## config.mk

```make
export PLATFORM = sky130hd
export DESIGN_NAME = sudoku_group_acc
export DESIGN_NICKNAME = d
export VERILOG_FILES = /design/src/rtl/sudoku_pkg.sv /design/src/rtl/sudoku_group_acc.sv
export SDC_FILE = /design/constraint.sdc
export NUM_CORES = 1
export LEC_CHECK = 0
export CAP_MARGIN = 25
export CORE_MARGIN = 2
export CORE_UTILIZATION = 40
export CTS_BUF_LIST = sky130_fd_sc_hd__clkbuf_8
export DETAILED_ROUTE_END_ITERATION = 10
export GPL_ROUTABILITY_DRIVEN = 1
export PLACE_DENSITY = 0.78
export SKIP_CTS_REPAIR_TIMING = 1
export SYNTH_ARGS = -nofsm -noshare
export SYNTH_HDL_FRONTEND = slang
export SYNTH_SLANG_ARGS = --single-unit
```

## constraint.sdc

```tcl
create_clock -name clk -period 6.3 [get_ports clk]
set_clock_uncertainty 0.2 [all_clocks]
set_input_delay 1.575 -clock clk [delete_from_list [all_inputs] [get_ports clk]]
set_output_delay 1.575 -clock clk [all_outputs]
set_load 0.01 [all_outputs]
```

## src/rtl/sudoku_pkg.sv

```systemverilog
// Shared types, constants and the (group, element) -> cell index mapping
// used by the sudoku board checker.
package sudoku_pkg;

    typedef enum logic [1:0] {
        ST_IDLE  = 2'd0,
        ST_SCAN  = 2'd1,
        ST_DRAIN = 2'd2,
        ST_DONE  = 2'd3
    } state_t;

    localparam int         N_CELLS  = 16;
    localparam int         N_GROUPS = 12;
    localparam int         SCAN_LEN = N_GROUPS * 4;
    localparam int         IDX_W    = $clog2(N_CELLS);
    localparam logic [3:0] NO_GROUP = 4'hF;

    // Tag that travels alongside a read until its data comes back.
    typedef struct packed {
        logic       valid;
        logic [3:0] group;
        logic [1:0] elem;
    } tag_t;

    // Groups 0..3 are rows, 4..7 columns, 8..11 2x2 boxes; low two group
    // bits select which row/column/box.
    function automatic logic [IDX_W-1:0] cell_idx(input logic [3:0] group,
                                                 input logic [1:0] elem);
        logic [1:0] row;
        logic [1:0] col;
        if (group < 4'd4) begin
            row = group[1:0];
            col = elem;
        end else if (group < 4'd8) begin
            row = elem;
            col = group[1:0];
        end else begin
            row = {group[1], elem[1]};
            col = {group[0], elem[0]};
        end
        return {row, col};
    endfunction

endpackage

```

## src/rtl/sudoku_group_acc.sv

```systemverilog
// Per-group duplicate/fill tracking plus the running board-level results.
// The *_nxt outputs already include the element presented this cycle.
module sudoku_group_acc
    import sudoku_pkg::*;
(
    input  logic       clk,
    input  logic       restart,
    input  logic       clear,
    input  logic       valid,
    input  logic [3:0] group,
    input  logic [1:0] elem,
    input  logic       fill,
    input  logic [1:0] value,
    output logic [3:0] conflict_cnt_nxt,
    output logic [3:0] bad_group_nxt,
    output logic       full_nxt
);

    logic [3:0] seen, seen_nxt;
    logic       dup, dup_nxt;
    logic       incomplete, inc_nxt;
    logic [3:0] conflict_cnt;
    logic [3:0] bad_group;
    logic       full;

    always_comb begin
        // NOTE: every signal gets a default before any branch, so no path leaves it unassigned and no latch is inferred.
        seen_nxt         = seen;
        dup_nxt          = dup;
        inc_nxt          = incomplete;
        conflict_cnt_nxt = conflict_cnt;
        bad_group_nxt    = bad_group;
        full_nxt         = full;
        if (valid) begin
            if (elem == 2'd0) begin
                seen_nxt = '0;
                dup_nxt  = 1'b0;
                inc_nxt  = 1'b0;
            end
            if (fill) begin
                if (seen_nxt[value]) dup_nxt = 1'b1;
                else                 seen_nxt[value] = 1'b1;
            end else begin
                inc_nxt = 1'b1;
            end
            if (elem == 2'd3) begin
                if (dup_nxt) conflict_cnt_nxt = conflict_cnt + 4'd1;
                if ((dup_nxt || inc_nxt) && bad_group == NO_GROUP) bad_group_nxt = group;
                if (inc_nxt) full_nxt = 1'b0;
            end
        end
    end

    always_ff @(posedge clk) begin
        // NOTE: state is updated with non-blocking assignments so every register samples pre-edge values.
        if (restart || clear) begin
            seen         <= '0;
            dup          <= 1'b0;
            incomplete   <= 1'b0;
            conflict_cnt <= '0;
            bad_group    <= NO_GROUP;
            full         <= 1'b1;
        end else begin
            seen         <= seen_nxt;
            dup          <= dup_nxt;
            incomplete   <= inc_nxt;
            conflict_cnt <= conflict_cnt_nxt;
            bad_group    <= bad_group_nxt;
            full         <= full_nxt;
        end
    end

endmodule

```

==> metrics.txt <==
RR Endpoint=bad_group[0]; vias=623; peak per-stage delay on the critical path=590 ps; number of placed cells counting well taps=112; synthesis-stage register bit count=15; Die Y=45.9 um; # clock sinks=15; die area=0.00210 mm^2; total of buffers placed on input and output ports=21; GPL Wtd Cong=0.755; WP buf/inv=2; startpoint-to-endpoint class of the critical path=in2out; count of placed standard cells in the final layout, fillers left out=116; max-cap viol count=0; Power Density=197 mW/mm^2; clock tree from TritonCTS=yes; RSZ-0062 raised after global routing=false; detailed placement HPWL=1.18 mm; count of cell types in the netlist=29; core region area=0.00169 mm^2; deepest level of the CTS H-tree=1; count of flip-flops with a built-in enable after synthesis=0; maximum number of pins on one net before global-route repair=10; WP data arrival=3930 ps; post-synthesis area per instance=9.34 um^2; setup slack of the worst register-to-register path=4270 ps; Sw Share=20.9%; Hold Path Stages=2; clock latency on the worst-skew pair=240 ps; final worst setup slack=591 ps; overall overflow remaining after global route=0; origin of the worst min-delay path=seen[3]; Worst Setup End Kind=output port; Worst path most repeated cell=sky130_fd_sc_hd__clkdlybuf4s50_1; wire per inst=13.0 um; max-slew headroom at the worst pin=73.9%; worst IR drop on VDD=164 uV; combinational cell fraction of total power=11.6%; post-placement worst setup slack=582 ps; yosys warns=0; internal power summed over all cells=151 uW; site row count=15; Area growth, synth to finish=38.9%; post-detailed-route DRC marker count=0; sequential-to-total area share from yosys stat=42.9%; Hold WC Path Type=reg2reg; NumNets Final=114; IO Count=22; maximum fanout along the worst path=5; CTS Buf Count=3; share of total power in sequential cells=50.3%; data required time of the worst path=4530 ps; Final Max Slew Viols=0; first-pass GRT wire length=2.36 mm; share of the cycle needed by the critical path after routing=90.6%; Starting Density=41.5%; Clock Root Buffer=sky130_fd_sc_hd__clkbuf_8; leakage power=0.374 nW; top cell family by delay on the critical path=buffers and inverters; via count of the first global-routing pass=570; clock transition time at the flip-flop clock pins of the worst setup and hold paths=50 ps; detailed router's first-iteration violation count=14; Gate Count Post-Synth=75; routed vias/inst=5.37; most used flip-flop cell after synthesis=sky130_fd_sc_hd__dfxtp_1; Max Clock Freq=0.175 GHz; cells traversed along the worst timing path=clkdlybuf4s50_1 -> mux4_2 -> o311ai_4 -> mux2_4 -> clkdlybuf4s50_1; category of the worst setup path launch point=primary input; switching pwr=39.9 uW; fillcell total=163; number of cell instances on the worst register-to-register path=4; Cell Area, Synth=701 um^2; slew at the pin closest to its max-slew limit=390 ps; final-layout setup total negative slack=0 ps; total routed wirelength=1.51 mm; utilization of the core after routing=57.6%; GRT Overall Usage=16.0%; Hold Path End=seen[3]; Hold Vio Cnt, Final=0; ys async rst share=0%; status=completed; Final setup viols=0; clock share of power=38.1%; post-synth net total=89; standard cell with the maximum stage delay on the critical path=sky130_fd_sc_hd__mux4_2; number of antenna violations at the first check in global routing=0; post-detailed-route count of antenna-violating nets=0; startpoint of the worst-slack reg-to-reg timing path=seen[3]; total inserted antenna cells=0; number of logic stages on the critical path including buffering=5; time the final worst path needs with I/O delays and setup=5710 ps; number of detailed-route iterations in the first pass=4; maximum buffer depth of the clock tree=2; die width=45.9 um; fraction of final layout cells with drive strength greater than 1=11.1%
flip-flops by register name (all words and copies together) (netlist names):
| register | flops |
|---|---|
| bad_group | 4 |
| conflict_cnt | 4 |
| seen | 4 |
| dup | 1 |
| full | 1 |
| incomplete | 1 |
layout make-up:
| cell class | count | area (um^2) | share of cell area (%) |
|---|---|---|---|
| well taps | 17 | 21.3 | 2.19 |
| clock buffers | 3 | 41.3 | 4.24 |
| repair buffers | 21 | 210 | 21.6 |
| clock inverters | 1 | 3.75 | 0.386 |
| flip-flops and latches | 15 | 300 | 30.8 |
| multi-input cells | 58 | 393 | 40.4 |
| inverters | 1 | 3.75 | 0.386 |
Yosys cell counts (all sizes together) (2+ instances only):
library cell   n  area [um^2]
a21oi          8         43.8
a22oi          2         15.0
dfxtp         15          300
mux2           3         45.0
nand2          8         30.0
nand2b         5         31.3
nand3          2         10.0
nor2           9         33.8
o21ai          2         10.0
o31ai          2         15.0
or4            2         15.0
per-layer routing:
| metal | part of all wire (%) | GRT usage, % |
|---|---|---|
| met1 | 46 | 18.6 |
| met4 | 0 | 5.14 |
| met5 | 0 | 0 |
| met3 | 3.7 | 4.76 |
| met2 | 50 | 27.8 |
power groups by stage:
| stage | Clock, mW | Sequential [mW] | Combinational, mW |
|---|---|---|---|
| final | 0.0729 | 0.0963 | 0.0222 |
| after global routing | 0.0780 | 0.0963 | 0.0241 |
| after CTS | 0.0765 | 0.0962 | 0.0223 |
| after detailed placement | 0 | 0.0983 | 0.0222 |
| after global placement | 0 | 0.0983 | 0.0218 |
| after floorplan | 0 | 0.0982 | 0.00927 |
worst min-delay path, stage by stage, from the launching register on:
cell                      delay, ps
sky130_fd_sc_hd__dfxtp_1        310
sky130_fd_sc_hd__nand2_1         50
sky130_fd_sc_hd__a21oi_1         50
worst max-delay path by stage:
stage / from / endpoint / slack [ps]
2_1_floorplan: value[0] / bad_group_nxt[0] / 1690
3_3_place_gp: value[0] / bad_group_nxt[0] / 600
3_5_place_dp: value[0] / bad_group_nxt[3] / 580
4_1_cts: value[0] / bad_group_nxt[3] / 570
5_1_grt: value[0] / bad_group_nxt[3] / 510
6_report: value[0] / bad_group_nxt[0] / 590
through the flow:
step                      instance area [um^2]  hold slack (ps)  power (mW)
after floorplan                            701              229       0.107
after global placement                     928              249       0.120
after detailed placement                   928              259       0.120
after CTS                                  973              265       0.195
after global routing                       973              287       0.198
final                                      973              264       0.191
cells in the final DEF (no fill, tap or decap), drive strengths merged:
cell and n:
and4 1, a21boi 1, o31ai 2, or3 1, nor3 1, a21oi 8, nand3 2, or2b 1
a31oi 1, ha 1, mux2 3, o21a 1, mux4 1, nor2b 1, nand2 8, or2 1
dfxtp 15, nand3b 1, clkdlybuf4s50 21, a22oi 2, and3 1, o311ai 1, inv 2, o21ai 2
nand2b 5, nand4 1, nor2 9, clkbuf 3, or4 2
logic make-up (layout without fill, tap and decap cells):
kind of cell | after synthesis | count (layout) | synth area share, %
multiplexers | 4 | 4 | 9.64
AO/OA/AOI/OAI | 18 | 18 | 18.8
flip-flops | 15 | 15 | 42.9
adder cells (fa/ha/maj) | 1 | 1 | 1.79
AND/OR/NAND/NOR | 35 | 35 | 25.9
buffers and inverters | 2 | 26 | 1.07
No activity file was read; power rests on OpenSTA's default activity.
